==> src/rtl/p_ring_ctrl_if.sv <==
// rtl/p_ring_ctrl_if.sv - loader/compute handshake bundle for the N-bank ring controller
interface p_ring_ctrl_if #(
    parameter int NUM_BANKS = 2,
    parameter int EN_W      = 2
);
    localparam int BW = (NUM_BANKS > 2) ? $clog2(NUM_BANKS) : 1;
    localparam int CW = $clog2(NUM_BANKS + 1);

    logic            run;
    logic            fill_fin;
    logic [EN_W-1:0] fill_en;
    logic            fill_last;
    logic            cmp_fin;
    logic [BW-1:0]   wr_bank;
    logic            wr_ready;
    logic [BW-1:0]   cmp_bank;
    logic            cmp_start;
    logic [EN_W-1:0] cmp_en;
    logic [CW-1:0]   occupancy;
    logic            job_done;
    logic            proto_err;

    modport master (
        output run, fill_fin, fill_en, fill_last, cmp_fin,
        input  wr_bank, wr_ready, cmp_bank, cmp_start, cmp_en,
               occupancy, job_done, proto_err
    );

    modport slave (
        input  run, fill_fin, fill_en, fill_last, cmp_fin,
        output wr_bank, wr_ready, cmp_bank, cmp_start, cmp_en,
               occupancy, job_done, proto_err
    );
endinterface

==> src/rtl/p_ring_ctrl.sv <==
// rtl/p_ring_ctrl.sv - N-bank ring buffer selector between a source loader and a compute engine
module p_ring_ctrl #(
    parameter int NUM_BANKS = 2,
    parameter int EN_W      = 2
) (
    input  logic          clk,
    input  logic          rst,
    p_ring_ctrl_if.slave  bus
);
    localparam int BW = (NUM_BANKS > 2) ? $clog2(NUM_BANKS) : 1;
    localparam int CW = $clog2(NUM_BANKS + 1);

    logic [NUM_BANKS-1:0] full, full_n;
    logic [EN_W-1:0]      masks   [NUM_BANKS];
    logic [EN_W-1:0]      masks_n [NUM_BANKS];
    logic [BW-1:0]        wr_ptr, wr_ptr_n;
    logic [BW-1:0]        cmp_ptr, cmp_ptr_n;
    logic [CW-1:0]        occ, occ_n;
    logic                 last_seen, last_seen_n;
    logic                 job_done_q, job_done_n;
    logic                 proto_err_q, proto_err_n;

    logic wr_ready, cmp_start;
    logic fill_acc, fill_set, cmp_acc;

    function automatic logic [BW-1:0] advance(input logic [BW-1:0] p);
        if (p == BW'(NUM_BANKS - 1))
            return '0;
        return p + BW'(1);
    endfunction

    assign wr_ready  = ~full[wr_ptr];
    assign cmp_start = full[cmp_ptr];
    assign fill_acc  = bus.fill_fin & wr_ready;
    assign fill_set  = fill_acc & (bus.fill_en != '0);
    assign cmp_acc   = bus.cmp_fin & cmp_start;

    always_comb begin
        full_n      = full;
        masks_n     = masks;
        wr_ptr_n    = wr_ptr;
        cmp_ptr_n   = cmp_ptr;
        occ_n       = occ;
        last_seen_n = last_seen;
        job_done_n  = 1'b0;
        proto_err_n = proto_err_q;

        // An empty-mask fill leaves the bank EMPTY and the loader refills the same slot
        if (fill_set) begin
            full_n[wr_ptr]  = 1'b1;
            masks_n[wr_ptr] = bus.fill_en;
            wr_ptr_n        = advance(wr_ptr);
            occ_n           = occ_n + CW'(1);
        end

        if (cmp_acc) begin
            full_n[cmp_ptr]  = 1'b0;
            masks_n[cmp_ptr] = '0;
            cmp_ptr_n        = advance(cmp_ptr);
            occ_n            = occ_n - CW'(1);
        end

        if (fill_acc && bus.fill_last)
            last_seen_n = 1'b1;

        if (last_seen_n && (occ_n == '0)) begin
            job_done_n  = 1'b1;
            last_seen_n = 1'b0;
        end

        if ((bus.fill_fin && !wr_ready) || (bus.cmp_fin && !cmp_start))
            proto_err_n = 1'b1;
    end

    always_ff @(posedge clk) begin
        if (rst || !bus.run) begin
            full        <= '0;
            for (int i = 0; i < NUM_BANKS; i++)
                masks[i] <= '0;
            wr_ptr      <= '0;
            cmp_ptr     <= '0;
            occ         <= '0;
            last_seen   <= 1'b0;
            job_done_q  <= 1'b0;
            proto_err_q <= 1'b0;
        end else begin
            full        <= full_n;
            masks       <= masks_n;
            wr_ptr      <= wr_ptr_n;
            cmp_ptr     <= cmp_ptr_n;
            occ         <= occ_n;
            last_seen   <= last_seen_n;
            job_done_q  <= job_done_n;
            proto_err_q <= proto_err_n;
        end
    end

    assign bus.wr_bank   = wr_ptr;
    assign bus.wr_ready  = wr_ready;
    assign bus.cmp_bank  = cmp_ptr;
    assign bus.cmp_start = cmp_start;
    assign bus.cmp_en    = masks[cmp_ptr];
    assign bus.occupancy = occ;
    assign bus.job_done  = job_done_q;
    assign bus.proto_err = proto_err_q;
endmodule
==> src/flat_wrapper.sv <==
// flat-port wrapper written by rule: the top's interface ports become plain ports
module p_ring_ctrl_flat 
#(
    parameter int NUM_BANKS = 2,
    parameter int EN_W      = 2
)
  (clk, rst, bus_run, bus_fill_fin, bus_fill_en, bus_fill_last, bus_cmp_fin, bus_wr_bank, bus_wr_ready, bus_cmp_bank, bus_cmp_start, bus_cmp_en, bus_occupancy, bus_job_done, bus_proto_err);
  p_ring_ctrl_if #(.NUM_BANKS(NUM_BANKS), .EN_W(EN_W)) bus_i ();
  input  logic clk;
  input  logic rst;
  input wire logic [$bits(bus_i.run)-1:0] bus_run;
  input wire logic [$bits(bus_i.fill_fin)-1:0] bus_fill_fin;
  input wire logic [$bits(bus_i.fill_en)-1:0] bus_fill_en;
  input wire logic [$bits(bus_i.fill_last)-1:0] bus_fill_last;
  input wire logic [$bits(bus_i.cmp_fin)-1:0] bus_cmp_fin;
  output wire logic [$bits(bus_i.wr_bank)-1:0] bus_wr_bank;
  output wire logic [$bits(bus_i.wr_ready)-1:0] bus_wr_ready;
  output wire logic [$bits(bus_i.cmp_bank)-1:0] bus_cmp_bank;
  output wire logic [$bits(bus_i.cmp_start)-1:0] bus_cmp_start;
  output wire logic [$bits(bus_i.cmp_en)-1:0] bus_cmp_en;
  output wire logic [$bits(bus_i.occupancy)-1:0] bus_occupancy;
  output wire logic [$bits(bus_i.job_done)-1:0] bus_job_done;
  output wire logic [$bits(bus_i.proto_err)-1:0] bus_proto_err;
  assign bus_i.run = bus_run;
  assign bus_i.fill_fin = bus_fill_fin;
  assign bus_i.fill_en = bus_fill_en;
  assign bus_i.fill_last = bus_fill_last;
  assign bus_i.cmp_fin = bus_cmp_fin;
  assign bus_wr_bank = bus_i.wr_bank;
  assign bus_wr_ready = bus_i.wr_ready;
  assign bus_cmp_bank = bus_i.cmp_bank;
  assign bus_cmp_start = bus_i.cmp_start;
  assign bus_cmp_en = bus_i.cmp_en;
  assign bus_occupancy = bus_i.occupancy;
  assign bus_job_done = bus_i.job_done;
  assign bus_proto_err = bus_i.proto_err;
  p_ring_ctrl #(.NUM_BANKS(NUM_BANKS), .EN_W(EN_W)) u_core (.clk(clk), .rst(rst), .bus(bus_i));
endmodule
==> config.mk <==
export PLATFORM = sky130hd
export DESIGN_NAME = p_ring_ctrl_flat
export DESIGN_NICKNAME = d
export VERILOG_FILES = /design/src/rtl/p_ring_ctrl_if.sv /design/src/rtl/p_ring_ctrl.sv /design/src/flat_wrapper.sv
export SDC_FILE = /design/constraint.sdc
export NUM_CORES = 1
export LEC_CHECK = 0
export CAP_MARGIN = 20
export CORE_UTILIZATION = 39
export CTS_CLUSTER_SIZE = 8
export DETAILED_ROUTE_END_ITERATION = 10
export PLACE_DENSITY = 0.71
export SLEW_MARGIN = 20
export SYNTH_ARGS = -nofsm -noshare
export SYNTH_HDL_FRONTEND = slang
export SYNTH_SLANG_ARGS = --single-unit
==> constraint.sdc <==
create_clock -name clk -period 1.7 [get_ports clk]
set_clock_uncertainty 0.15 [all_clocks]
set_input_delay 0.34 -clock clk [delete_from_list [all_inputs] [get_ports clk]]
set_output_delay 0.34 -clock clk [all_outputs]
set_load 0.005 [all_outputs]
==> out/qor.yml, run 1 <==
status: "complete, but fails checks"
violations: "negative setup slack"
postPlaceCellArea_sq_um: 898
cts_buffers: 3
grt_pass1_vias: 499
cp_top_family: "simple AND/OR/NAND/NOR gates"
synth_nets: 70
fin_crit_sh: 1.07
cts_tree: "yes"
cts_hold_buf: 0
synthAdderAreaFrac: 0
core-area_sq_um: 1370
gp_congestion: 0.855
synth_edf_count: 0
wire_per_inst_um: 13.5
wl_mm: 1.54
clk_path_buf_depth: 2
maxSlewViolCount: 0
die_area_sq_um: 1690
power.leakage_nw: 0.424
slew_headroom: 0.726
synthMuxAreaShare: 0.182
rsz0062_at_grt: "yes"
grtUsageMet2: 0.313
final_area_sq_um: 975
clock_latency_ns: 0.27
cts_root_buf: "clkbuf_4"
die_x_um: 41.2
io_pins: 18
setup_tns_ns: -0.173
cpPeakStageDelay_ns: 0.49
die_h_um: 41.2
grt_max_degree: 8
crit_type: "reg -> reg"
ys_ff_latch: 13
syn_to_final_growth_pct: 63.0
min_path_type: "reg -> reg"
grt_first_pass_wirelength_mm: 2.10
ys_warn_count: 0
cp_data_required_time_ns: 1.72
synth_compound_area_frac: 0.165
async_flop_share: 0
fmax_mhz: 552
netlist.area_leader.share: 0.435
syn_inst: 62
synth_simple_gate_area_frac: 0.192
synth_top_cell_by_area: "dfxtp_1"
htreeDepth: 1
synth_commonest_cells: "dfxtp_1, mux2i_1, nor2_1"
worstPathArrival_ns: 1.83
ys_types: 26
pwr_density_cell_nw_per_um2: 658
num_rows: 13
nets: 108
crit_buf_inv: 0
met1_usage: 0.251
grt_usage: 0.202
dp_cells: 108
hold_viol_final: 0
grtUsageMet3: 0.0326
crit_fanout: 3
dr.pass1.iters: 4
worstSetupEndpointType: "flip-flop"
ir_worst_vdd_mv: 0.395
finalSetupViolations: 2
gr-max-usage-layer: "met2"
cp_cell_sequence: "mux2_4 > o211a_4 > or4_4 > and4b_1"
drcViolationCount: 0
yosysMostFrequentCell: "dfxtp_1"
route.vias.total: 613
worstSetupStartpointType: "flip-flop"
overflow: 0
worst_slew_pin_slew_ns: 0.407
finalCriticalPeriod_ns: 1.81
diodes: 0
ant_nets: 0
antenna_found_initial: 0
whs_ns: 0.364
syn-cell-area_sq_um: 598
finalPower_uw: 641
avgSynthCellArea_sq_um: 9.65
finalWorstSetupSlack_ns: -0.112
io_buffers: 17
synth_top_family_by_area: "simple AND/OR/NAND/NOR gates"
clkSlewWorstSetupHoldPaths_ns: 0.08
cap_violations: 0
clock-sinks: 13
detail_route.iter0.violations: 18
cpMaxStageDelayCell: "or4_4"
start_util: 0.438
drive_gt1_frac: 0.384
viasPerCell: 5.38
dp_hpwl_mm: 1.08
synth_ff_type: "dfxtp_1"
synthXorXnorAreaFrac: 0
synth-seq-area-share: 0.435
final_cells: 114
synthTopCellsByArea: "dfxtp_1, mux2i_1, mux2_2, nor2_1, a21oi_1"
tightest hold or removal path: stages, from the launching register on:
cell and delay, ns:
dfxtp_1 0.33, mux2i_1 0.07, nor2_1 0.07
per-layer routing:
metal	wire, um	vias up	share of wire
met4	36	0	0.023
met5	0	-	0
met1	711	296	0.46
met2	733	14	0.47
li1	-	299	-
met3	63	4	0.041
path summary, 6_finish.rpt:
| check | endpoint | cells past startpoint | from | slack, ns |
|---|---|---|---|---|
| max | u_core.last_seen$_SDFF_PP0_ | 4 | u_core.bus.wr_bank$_SDFFE_PP0N_ | -0.11 |
| min | u_core.masks[2]$_SDFF_PP0_ | 2 | u_core.masks[2]$_SDFF_PP0_ | 0.36 |
| max reg2reg | u_core.last_seen$_SDFF_PP0_ | 4 | u_core.bus.wr_bank$_SDFFE_PP0N_ | -0.11 |
| min reg2reg | u_core.masks[2]$_SDFF_PP0_ | 2 | u_core.masks[2]$_SDFF_PP0_ | 0.36 |
registers in the layout (all words and copies together) (netlist names):
name                  count
u_core.last_seen          1
u_core.full               2
u_core.bus.job_done       1
u_core.masks              4
u_core.bus.occupancy      2
u_core.bus.proto_err      1
u_core.bus.cmp_bank       1
u_core.bus.wr_bank        1
cell type report:
| class | count | area, sq um |
|---|---|---|
| clock buffers | 4 | 26.3 |
| flip-flops and latches | 13 | 267 |
| fillers | 122 | 392 |
| well taps | 15 | 18.8 |
| repair buffers | 34 | 292 |
| inverters | 3 | 11.3 |
| multi-input cells | 45 | 360 |
cell families (layout without fill, tap and decap cells):
group | after synthesis | after routing
mux | 10 | 10
flops | 13 | 13
compound gates | 14 | 14
simple gates | 21 | 21
buf+inv | 4 | 41
cells in the final DEF (no fill, tap or decap), drive strengths merged:
cell and count:
clkdlybuf4s15 1, mux2i 6, nor2 6, o21ba 1
nor3 2, and3 1, clkbuf 5, buf 19
nor2b 1, inv 3, mux2 4, o31ai 1
o21ai 3, and4b 1, a211oi 1, nand2b 2
or3 1, a21oi 4, o21a 2, nand2 2
or4 1, nand3 2, clkdlybuf4s50 8, dlygate4sd2 5
nand3b 1, nor3b 1, a31oi 1, o211a 1
dfxtp 13
timing repair:
item | CTS | global route
pin swaps | 3 | 1
setup endpoints to repair | 17 | 10
buffers inserted | 2 | 0
resized for setup | 23 | 9
metrics by stage:
step                      utilization  setup WS, ns
after floorplan                     -        -0.150
after global placement          0.658        -0.507
after detailed placement        0.658        -0.573
after CTS                       0.696        -0.102
after global routing            0.713        -0.158
final                           0.713        -0.112
where the power goes:
part	total [mW]	leakage [nW]	switching [mW]	internal, mW
Sequential	0.319	0.107	0.00676	0.313
Combinational	0.128	0.302	0.0521	0.0757
Clock	0.194	0.0150	0.103	0.0908
Total	0.641	0.424	0.162	0.479
(Power assumes the default switching activity.)
==> run 2: changes to the inputs <==
Settings changed: CORE_AREA set to 2 2 39 41, CORE_UTILIZATION 39 to not set, DIE_AREA set to 0 0 41 43, DONT_BUFFER_PORTS set to 1, PLACE_DENSITY 0.71 to not set.
==> run 2 against run 1 <==
Against the previous run:
- the run still ends with negative setup slack left
- worst setup slack gained 0.088 ns
- global-route usage shrank 3.8 points
- utilization shrank 17 points
- sequential power is essentially flat
- critical path type unchanged
- largest cell class unchanged
==> out/qor.yml, run 2 (synthesis results as in run 1) <==
htreeDepth: 1
grt_first_pass_wirelength_mm: 1.96
cp_top_family: "simple AND/OR/NAND/NOR gates"
worstPathArrival_ns: 1.74
syn_to_final_growth_pct: 25.9
power.leakage_nw: 0.310
diodes: 0
wl_mm: 1.22
cts_root_buf: "clkbuf_4"
met1Wirelength_um: 591
dp_cells: 89
slew_headroom: 0.621
layout_common_cells: "buf_4, dfxtp_1, mux2i_1, nor2_1, a21oi_1"
finalSetupViolations: 1
rsz0062_at_grt: "yes"
whs_ns: 0.0704
pwr_density_cell_nw_per_um2: 782
clock_latency_ns: 0.27
cts_hold_buf: 0
fin_crit_sh: 1.01
violations: "negative setup slack"
drcViolationCount: 0
grt_usage: 0.165
min_path_type: "in -> reg"
largest_register_ffs: 4
clk_path_buf_depth: 2
crit_type: "reg -> reg"
route.vias.total: 485
overflow: 0
fin_util: 0.544
routed.top_layer: "met3"
finalPower_uw: 589
dp_hpwl_um: 941
cpMaxStageDelayCell: "or4_4"
grt_max_degree: 8
io_buffers: 0
worstSetupEndpointType: "flip-flop"
place_ws_ns: -0.120
cap_violations: 0
dr.pass1.iters: 3
final_common_cell: "buf_4"
wire_per_inst_um: 13.2
hold_viol_final: 0
fmax_mhz: 580
start_util: 0.432
cts_buffers: 3
die_h_um: 43
detail_route.iter0.violations: 10
finalCriticalPeriod_ns: 1.72
ir_worst_vdd_mv: 0.584
clock-sinks: 13
cp_data_required_time_ns: 1.72
n_fill_cell: 124
worst_slew_pin_slew_ns: 0.562
crit_buf_inv: 0
clkSlewWorstSetupHoldPaths_ns: 0.08
setup_tns_ns: -0.0239
cpPeakStageDelay_ns: 0.41
crit_fanout: 2
viasPerCell: 5.22
gp_congestion: 0.706
drive_gt1_frac: 0.338
ant_nets: 0
num_rows: 14
die_x_um: 41
antenna_found_initial: 0
final_area_sq_um: 753
worstSetupStartpointType: "flip-flop"
postPlaceCellArea_sq_um: 707
grt_pass1_vias: 472
maxSlewViolCount: 0
regMostFlops: "u_core.masks"
cts_tree: "yes"
finalWorstSetupSlack_ns: -0.0239
io_pins: 18
core-area_sq_um: 1380
wl_met3_um: 60
final_cells: 93
die_area_sq_um: 1760
cp_cell_sequence: "mux2_4 > o211a_4 > or4_4 > and4b_1"
met2_length_um: 571
nets: 86
status: "complete, but fails checks"
[run 2: cell count changes in the layout (fill, tap and decap cells not counted), sizes merged]
cell / change
dlygate4sd2: -5
buf: -7
clkdlybuf4s50: -8
clkbuf: -1
clkdlybuf4s15: -1
[run 2: worst paths after layout]
| kind | startpoint | end | slack, ns | cells past startpoint |
|---|---|---|---|---|
| max reg2reg | u_core.bus.wr_bank$_SDFFE_PP0N_ | u_core.last_seen$_SDFF_PP0_ | -0.02 | 4 |
| max | u_core.bus.wr_bank$_SDFFE_PP0N_ | u_core.last_seen$_SDFF_PP0_ | -0.02 | 4 |
| min reg2reg | u_core.masks[1]$_SDFF_PP0_ | u_core.masks[1]$_SDFF_PP0_ | 0.34 | 2 |
| min | bus_fill_en[0] | u_core.masks[2]$_SDFF_PP0_ | 0.07 | 2 |
[run 2: area by class of cell]
| cell class | count | area [sq um] | share of cell area |
|---|---|---|---|
| repair buffers | 12 | 90.1 | 0.120 |
| inverters | 3 | 11.3 | 0.0150 |
| well taps | 16 | 20.0 | 0.0266 |
| flip-flops and latches | 13 | 263 | 0.349 |
| multi-input cells | 45 | 343 | 0.455 |
| clock buffers | 4 | 26.3 | 0.0349 |
[run 2: worst reg2reg max path: cells and delay by family (launching register included)]
kind	cells	cell delay, ns
AOI/OAI and AO/OA	1	0.23
DFF	1	0.34
muxes	1	0.30
and+or+nand+nor	2	0.59
[run 2: routing by layer]
layer  vias up  GRT usage
met5         -          0
met1       221      0.216
met3         0     0.0681
met4         0     0.0600
met2        10      0.234
li1        254          -
[run 2: what timing repair did]
| item | CTS | global route |
|---|---|---|
| pin swaps | 3 | 1 |
| endpoints found under the hold margin | 0 | 0 |
| resized for setup | 2 | 2 |
| buffers inserted | 0 | 1 |
| gates cloned | 0 | 0 |
| endpoints found under the setup margin | 2 | 3 |
[run 2: power by group]
group	switching (mW)	internal [mW]	leakage [nW]	total [mW]
registers	0.00719	0.313	0.106	0.320
logic	0.0360	0.0440	0.189	0.0800
clock network	0.0983	0.0907	0.0150	0.189
